===== config.mk =====
export PLATFORM = sky130hd
export DESIGN_NAME = difftest_commit_buffer
export DESIGN_NICKNAME = d
export VERILOG_FILES = /design/src/rtl/difftest_commit_buffer_pkg.sv /design/src/rtl/difftest_commit_buffer_fifo.sv /design/src/rtl/difftest_commit_buffer.sv
export SDC_FILE = /design/constraint.sdc
export NUM_CORES = 2
export LEC_CHECK = 0
export BUFFER_PORTS_ARGS = -buffer_cell sky130_fd_sc_hd__buf_2
export CAP_MARGIN = 0
export CORE_MARGIN = 10
export CORE_UTILIZATION = 52
export CTS_CLUSTER_DIAMETER = 100
export DETAILED_ROUTE_END_ITERATION = 10
export PLACE_DENSITY = 0.71
export SETUP_SLACK_MARGIN = 0.2
export SYNTH_ARGS = -nofsm -noshare
export SYNTH_HDL_FRONTEND = slang
export SYNTH_SLANG_ARGS = --single-unit

===== constraint.sdc =====
create_clock -name clock -period 33.5 [get_ports clock]
set_input_delay 5.025 -clock clock [delete_from_list [all_inputs] [get_ports clock]]
set_output_delay 5.025 -clock clock [all_outputs]
set_load 0.02 [all_outputs]

===== src/rtl/difftest_commit_buffer_pkg.sv =====
// Shared constants for the difftest commit buffer: trap opcode, boot pc and lane record layout.
// Optional macro DIFFTEST_SKIP_EN adds one skip bit to every lane record.
// Lane record, LSB first: wdata[XLEN] | wdest[8] | wen[1] | inst[32] | pc[XLEN] | skip[1, optional].
package difftest_commit_buffer_pkg;

    localparam logic [6:0]  TRAP_OPCODE      = 7'h6b;
    localparam logic [63:0] PC_START_DEFAULT = 64'h8000_0000;
    localparam int          INST_W           = 32;
    localparam int          WDEST_W          = 8;

`ifdef DIFFTEST_SKIP_EN
    localparam int SKIP_W = 1;
`else
    localparam int SKIP_W = 0;
`endif

    // Width of one packed lane record for a given register width.
    function automatic int lane_width(input int xlen);
        return 2 * xlen + INST_W + 1 + WDEST_W + SKIP_W;
    endfunction

endpackage


===== src/rtl/difftest_commit_buffer_fifo.sv =====
// commit_fifo: generic synchronous FIFO of WIDTH-bit entries, DEPTH entries (power of 2, >= 2).
// Latency: a push is visible on pop_data the cycle after the write edge.
// Backpressure: full/empty come straight from the pointer registers; push when full and pop when empty are ignored.
// Ports: clock, reset (async active-low), push/push_data, pop/pop_data, full, empty, count.
module commit_fifo #(
    parameter int WIDTH = 8,
    parameter int DEPTH = 4
) (
    input  logic                       clock,
    input  logic                       reset,
    input  logic                       push,
    input  logic [WIDTH-1:0]           push_data,
    input  logic                       pop,
    output logic [WIDTH-1:0]           pop_data,
    output logic                       full,
    output logic                       empty,
    output logic [$clog2(DEPTH):0]     count
);

    localparam int AW = $clog2(DEPTH);

    logic [WIDTH-1:0] mem [DEPTH];
    logic [AW:0]      wr_ptr;
    logic [AW:0]      rd_ptr;

    // The extra pointer MSB tells a full ring from an empty one when the indices match.
    assign empty    = (wr_ptr == rd_ptr);
    assign full     = (wr_ptr[AW] != rd_ptr[AW]) && (wr_ptr[AW-1:0] == rd_ptr[AW-1:0]);
    assign count    = wr_ptr - rd_ptr;
    assign pop_data = mem[rd_ptr[AW-1:0]];

    always_ff @(posedge clock or negedge reset) begin
        if (!reset) begin
            wr_ptr <= '0;
            rd_ptr <= '0;
        end else begin
            if (push && !full) begin
                wr_ptr <= wr_ptr + 1'b1;
            end
            if (pop && !empty) begin
                rd_ptr <= rd_ptr + 1'b1;
            end
        end
    end

    // Storage needs no reset: an entry is only read after it has been written.
    always_ff @(posedge clock) begin
        if (push && !full) begin
            mem[wr_ptr[AW-1:0]] <= push_data;
        end
    end

endmodule


===== src/rtl/difftest_commit_buffer.sv =====
// difftest_commit_buffer: buffers NCH-lane commit groups and drains one group per cycle to registered commit ports.
// Latency: group pushed at edge N appears on cmt_* at edge N+1 when the FIFO was empty and out_ready is high.
// Backpressure: in_ready = reset released && !full && !trap; no push-through when full; a trap stops push and pop until reset.
// Ports: clock, reset (async active-low); in_valid/in_ready + per-lane in_* record and in_a0; out_ready;
//        cmt_valid + per-lane cmt_* record; trap, trap_code, trap_pc; cycle_cnt, instr_cnt.
// Optional macro DIFFTEST_SKIP_EN: adds in_skip/cmt_skip carried per lane (otherwise the commit skip is always 0).
module difftest_commit_buffer
    import difftest_commit_buffer_pkg::*;
#(
    parameter int              NCH      = 2,
    parameter int              DEPTH    = 4,
    parameter int              XLEN     = 64,
    parameter logic [XLEN-1:0] PC_START = PC_START_DEFAULT[XLEN-1:0]
) (
    input  logic                  clock,
    input  logic                  reset,
    input  logic                  in_valid,
    output logic                  in_ready,
    input  logic [NCH-1:0]        in_lane_vld,
    input  logic [NCH*XLEN-1:0]   in_pc,
    input  logic [NCH*32-1:0]     in_inst,
    input  logic [NCH-1:0]        in_wen,
    input  logic [NCH*8-1:0]      in_wdest,
    input  logic [NCH*XLEN-1:0]   in_wdata,
    input  logic [XLEN-1:0]       in_a0,
`ifdef DIFFTEST_SKIP_EN
    input  logic [NCH-1:0]        in_skip,
    output logic [NCH-1:0]        cmt_skip,
`endif
    input  logic                  out_ready,
    output logic [NCH-1:0]        cmt_valid,
    output logic [NCH*XLEN-1:0]   cmt_pc,
    output logic [NCH*32-1:0]     cmt_inst,
    output logic [NCH-1:0]        cmt_wen,
    output logic [NCH*8-1:0]      cmt_wdest,
    output logic [NCH*XLEN-1:0]   cmt_wdata,
    output logic                  trap,
    output logic [7:0]            trap_code,
    output logic [XLEN-1:0]       trap_pc,
    output logic [63:0]           cycle_cnt,
    output logic [63:0]           instr_cnt
);

    // FIFO word: lane mask at the bottom, then a0, then NCH lane records.
    localparam int LW        = lane_width(XLEN);
    localparam int BASE      = NCH + XLEN;
    localparam int WIDTH     = NCH * LW + BASE;
    localparam int OFF_WDEST = XLEN;
    localparam int OFF_WEN   = XLEN + WDEST_W;
    localparam int OFF_INST  = XLEN + WDEST_W + 1;
    localparam int OFF_PC    = XLEN + WDEST_W + 1 + INST_W;
    localparam int AW        = $clog2(DEPTH);

    logic [NCH-1:0]      lane_vld;
    logic [WIDTH-1:0]    push_data;
    logic [WIDTH-1:0]    pop_data;
    logic                fifo_full;
    logic                fifo_empty;
    logic [AW:0]         fifo_count;
    logic                do_push;
    logic                do_pop;

    logic [NCH-1:0]      pop_mask;
    logic [NCH*XLEN-1:0] pop_pc;
    logic [NCH*32-1:0]   pop_inst;
    logic [NCH-1:0]      pop_wen;
    logic [NCH*8-1:0]    pop_wdest;
    logic [NCH*XLEN-1:0] pop_wdata;
    logic [63:0]         pop_cnt;
    logic                trap_hit;
    logic                lane_found;
    logic [XLEN-1:0]     trap_lane_pc;
`ifdef DIFFTEST_SKIP_EN
    logic [NCH-1:0]      pop_skip;
`endif

    // The core presents pc==PC_START/inst==0 on lane 0 before the first real retirement.
    always_comb begin
        lane_vld = in_lane_vld;
        if (in_pc[XLEN-1:0] == PC_START && in_inst[31:0] == 32'd0) begin
            lane_vld[0] = 1'b0;
        end
    end

    assign in_ready = reset && !fifo_full && !trap;
    // A group with no valid lane is still handshaked but never stored.
    assign do_push  = in_valid && in_ready && (|lane_vld);
    assign do_pop   = !fifo_empty && out_ready && !trap;

    always_comb begin
        push_data               = '0;
        push_data[NCH-1:0]      = lane_vld;
        push_data[NCH +: XLEN]  = in_a0;
        for (int i = 0; i < NCH; i++) begin
            push_data[BASE + i*LW +: XLEN]             = in_wdata[i*XLEN +: XLEN];
            push_data[BASE + i*LW + OFF_WDEST +: 8]    = in_wdest[i*8 +: 8];
            push_data[BASE + i*LW + OFF_WEN]           = in_wen[i];
            push_data[BASE + i*LW + OFF_INST +: 32]    = in_inst[i*32 +: 32];
            push_data[BASE + i*LW + OFF_PC +: XLEN]    = in_pc[i*XLEN +: XLEN];
`ifdef DIFFTEST_SKIP_EN
            push_data[BASE + i*LW + 2*XLEN + 41]       = in_skip[i];
`endif
        end
    end

    commit_fifo #(
        .WIDTH (WIDTH),
        .DEPTH (DEPTH)
    ) u_fifo (
        .clock     (clock),
        .reset     (reset),
        .push      (do_push),
        .push_data (push_data),
        .pop       (do_pop),
        .pop_data  (pop_data),
        .full      (fifo_full),
        .empty     (fifo_empty),
        .count     (fifo_count)
    );

    always_comb begin
        pop_mask  = pop_data[NCH-1:0];
        pop_pc    = '0;
        pop_inst  = '0;
        pop_wen   = '0;
        pop_wdest = '0;
        pop_wdata = '0;
`ifdef DIFFTEST_SKIP_EN
        pop_skip  = '0;
`endif
        for (int i = 0; i < NCH; i++) begin
            pop_wdata[i*XLEN +: XLEN] = pop_data[BASE + i*LW +: XLEN];
            pop_wdest[i*8 +: 8]       = pop_data[BASE + i*LW + OFF_WDEST +: 8];
            pop_wen[i]                = pop_data[BASE + i*LW + OFF_WEN];
            pop_inst[i*32 +: 32]      = pop_data[BASE + i*LW + OFF_INST +: 32];
            pop_pc[i*XLEN +: XLEN]    = pop_data[BASE + i*LW + OFF_PC +: XLEN];
`ifdef DIFFTEST_SKIP_EN
            pop_skip[i]               = pop_data[BASE + i*LW + 2*XLEN + 41];
`endif
        end
    end

    // Only the lowest valid lane is checked for the trap opcode; lanes above it still commit.
    always_comb begin
        trap_hit     = 1'b0;
        lane_found   = 1'b0;
        trap_lane_pc = '0;
        pop_cnt      = '0;
        for (int i = 0; i < NCH; i++) begin
            pop_cnt = pop_cnt + 64'(pop_mask[i]);
            if (!lane_found && pop_mask[i]) begin
                lane_found   = 1'b1;
                trap_hit     = (pop_inst[i*32 +: 7] == TRAP_OPCODE);
                trap_lane_pc = pop_pc[i*XLEN +: XLEN];
            end
        end
    end

    always_ff @(posedge clock or negedge reset) begin
        if (!reset) begin
            cmt_valid <= '0;
            cmt_pc    <= '0;
            cmt_inst  <= '0;
            cmt_wen   <= '0;
            cmt_wdest <= '0;
            cmt_wdata <= '0;
`ifdef DIFFTEST_SKIP_EN
            cmt_skip  <= '0;
`endif
            trap      <= 1'b0;
            trap_code <= '0;
            trap_pc   <= '0;
            cycle_cnt <= '0;
            instr_cnt <= '0;
        end else begin
            cmt_valid <= '0;
            if (!trap) begin
                cycle_cnt <= cycle_cnt + 64'd1;
            end
            if (do_pop) begin
                cmt_valid <= pop_mask;
                cmt_pc    <= pop_pc;
                cmt_inst  <= pop_inst;
                cmt_wen   <= pop_wen;
                cmt_wdest <= pop_wdest;
                cmt_wdata <= pop_wdata;
`ifdef DIFFTEST_SKIP_EN
                cmt_skip  <= pop_skip;
`endif
                instr_cnt <= instr_cnt + pop_cnt;
                if (trap_hit) begin
                    trap      <= 1'b1;
                    trap_code <= pop_data[NCH +: 8];
                    trap_pc   <= trap_lane_pc;
                end
            end
        end
    end

    // Occupancy can never exceed the configured depth.
    always_ff @(posedge clock) begin
        if (reset) begin
            assert (int'(fifo_count) <= DEPTH);
        end
    end

endmodule


==> impl_metrics.ini <==
[placement]
dp.cells = 6007
place_congestion = 0.809
dp_hpwl_um = 116000
port_buffers = 893
placed_area_mm2 = 0.0791

[synth]
synth_compound_area_frac = 0.00836
synth_cell_types = 44
syn_area_mm2 = 0.0725
synth_xor_area_frac = 0.0160
synth_top_family_by_area = multiplexers
yosysWarnings = 0
synth_edf_count = 1392
synth_fp_nets = 3765
synthFlopType = edfxtp_1
synth_simple_gate_area_share = 0.0209
synth-async-reset-ratio = 0.282
synthTopCellsByArea = edfxtp_1 (58%), dfrtp_1 (19%), mux4_2 (11%)
yosysTopAreaCell = edfxtp_1
synthAdderAreaFrac = 0.00148
synthMuxAreaShare = 0.177
synth-seq-cells = 1939
ys_seq_area_frac = 0.766
netlist_instances = 3349
synth_top_area_frac = 0.577
syn_avg_cell_area_um2 = 21.6

[final_layout]
design_area_mm2 = 0.0853
layout-drive-gt1-share = 0.439
nNetsFinal = 4751
final_cell_mix = edfxtp_1 (1392), buf_2 (892), dfrtp_1 (545)
stdcell_count = 6408
fillCellCount = 9654
layout_commonest_cell = edfxtp_1
flow.area_growth_from_synthesis_pct = 17.7
fin_util = 0.618

[pwr]
ir_drop_mv = 0.0681
power.density_mw_per_mm2 = 89.8
cellLeakagePower_nw = 32.0

[timing]
finalHoldViolCount = 0
slew_headroom = 0.208
finClkSkew_ns = 0.0606
fin_crit_ns = 11.14
fin_tns_setup_ns = 0
fmax_mhz = 89.7
finalMaxSlewViolations = 0
rsz0062_at_grt = false
worstMarginPinSlew_ns = 1.18
setup_viol = 0
timing.hold.ws_ns = 0.467
timing.final.crit_share = 0.333

[route]
num_vias = 36400
routed_wl_um = 178000
wl_per_cell_um = 27.8
drt_pass1_iterations = 5
ant_nets = 0
drc = 0
drtIter0Drc = 2531
vias_per_cell = 5.67

[worst_setup_path]
worstPathArrival_ns = 6.12
crit_path_start = reset
path_class = in -> out
rr_startpoint = u_fifo.rd_ptr[0]$_DFFE_PN0P_
ff2ff_setup_slack_ns = 27.94
path_buf_inv = 2
crit_family = buffers and inverters
reg2reg_depth = 11
path_max_fanout = 53
slowest_delay_ns = 0.37
path_cells = buf_8 > nor3b_1 > buf_2
slowest_stage = nor3b_1
start_kind = input pin
crit_required_ns = 28.47
rr_endpoint = instr_cnt[42]$_DFFE_PN0P_
setup.worst_path.end_class = output pin

[min_path]
whs_endpoint = cycle_cnt[63]$_DFFE_PN0N_
hold_class = reg -> reg
min_from = cycle_cnt[63]$_DFFE_PN0N_
hold_path_depth = 1

[grt]
antenna_found_initial = 100
grt_max_degree = 144
grt_first_pass_wirelength_um = 261000
grtUsageTotal = 0.227
grt_pass1_vias = 37900
globalRouteOverflowTotal = 0

[floorplanning]
io_pins = 950
die_area_mm2 = 0.155
die_y_um = 393
core_mm2 = 0.138
start_util = 0.525
die_w_um = 393
rows = 136

[clock_network]
cts_root_buffer = clkbuf_16
clk_latency_ns = 0.80
cts-buffers-inserted = 189
post_cts_resized = 0
postCtsSetupRepairBufs = 0
clockBufferDepth = 3
cts.htree.levels = 4
clkTransAtPathRegs_ns = 0.06
cts_hold_buffers = 0
cts_tree = built
clkSinkCount = 1939

[status]
status = complete, no violations

[flow_run]
maxCapViolCount = 0
metrics by stage:
step                power, mW  setup WS (ns)
floorplan                4.92          11.94
global placement         5.65          22.34
detailed placement       5.70          22.35
CTS                      7.75          22.33
global route             8.00          22.26
finish                   7.66          22.36
cell families after synthesis:
group           Yosys count
mux                     763
flops                  1939
simple gates            274
fa+ha+maj                 8
compound gates           68
buf+inv                 165
xor+xnor                132
per-layer routing:
metal | global-route usage | vias to the layer above | part of all wire
li1 | - | 15500 | -
met1 | 0.291 | 19200 | 0.39
met2 | 0.359 | 1233 | 0.49
met3 | 0.0840 | 368 | 0.092
met4 | 0.0740 | 92 | 0.031
met5 | 0 | - | 0.0034
layout make-up:
type                            count  area [um^2]  area share
Inverter                           17         63.8    0.000748
Tap cell                         1863         2330      0.0273
Multi-Input combinational cell   1245        16300       0.191
Clock buffer                      291         5460      0.0640
Antenna cell                       44          110     0.00129
Sequential cell                  1939        55500       0.651
Clock inverter                     66          622     0.00729
Timing Repair Buffer              943         4970      0.0582
cell usage after synthesis (all sizes together) (2+ instances only):
| cell type | instances |
|---|---|
| mux4 | 348 |
| xnor2 | 97 |
| nor2b | 2 |
| nor4 | 28 |
| edfxtp | 1392 |
| nand2 | 54 |
| nand3b | 2 |
| nand3 | 48 |
| clkbuf | 62 |
| nand4 | 35 |
| nor2 | 29 |
| ha | 7 |
| nor3 | 21 |
| inv | 17 |
| a22o | 64 |
| nand4b | 3 |
| dfrtp | 547 |
| mux2 | 415 |
| or3 | 2 |
| xor2 | 35 |
| nand2b | 3 |
| and3 | 21 |
| and2 | 9 |
| buf | 86 |
| and4 | 13 |
power by group:
group,total [mW],internal (mW),switching (mW)
clock,2.05,1.17,0.886
combinational,2.38,1.03,1.34
sequential,3.23,3.03,0.205
flip-flops by register name, summed over array words and instances, names as in the netlist, 2 cells and up:
register	cells
cmt_wen	2
cmt_wdest	16
cmt_valid	2
u_fifo.wr_ptr	3
cmt_pc	128
u_fifo.mem	1392
cmt_inst	64
trap_pc	64
cmt_wdata	128
instr_cnt	64
trap_code	8
u_fifo.rd_ptr	3
cycle_cnt	64
how the worst max path moves through the flow:
stage / cells after the start / end / slack, ns
after CTS: 3 / in_ready / 22.33
after floorplan: 3 / u_fifo.mem[0][0]$_DFFE_PP_ / 11.94
after global placement: 3 / in_ready / 22.34
final: 3 / in_ready / 22.36
after detailed placement: 3 / in_ready / 22.35
after global routing: 3 / in_ready / 22.26
(Power assumes the default switching activity.)
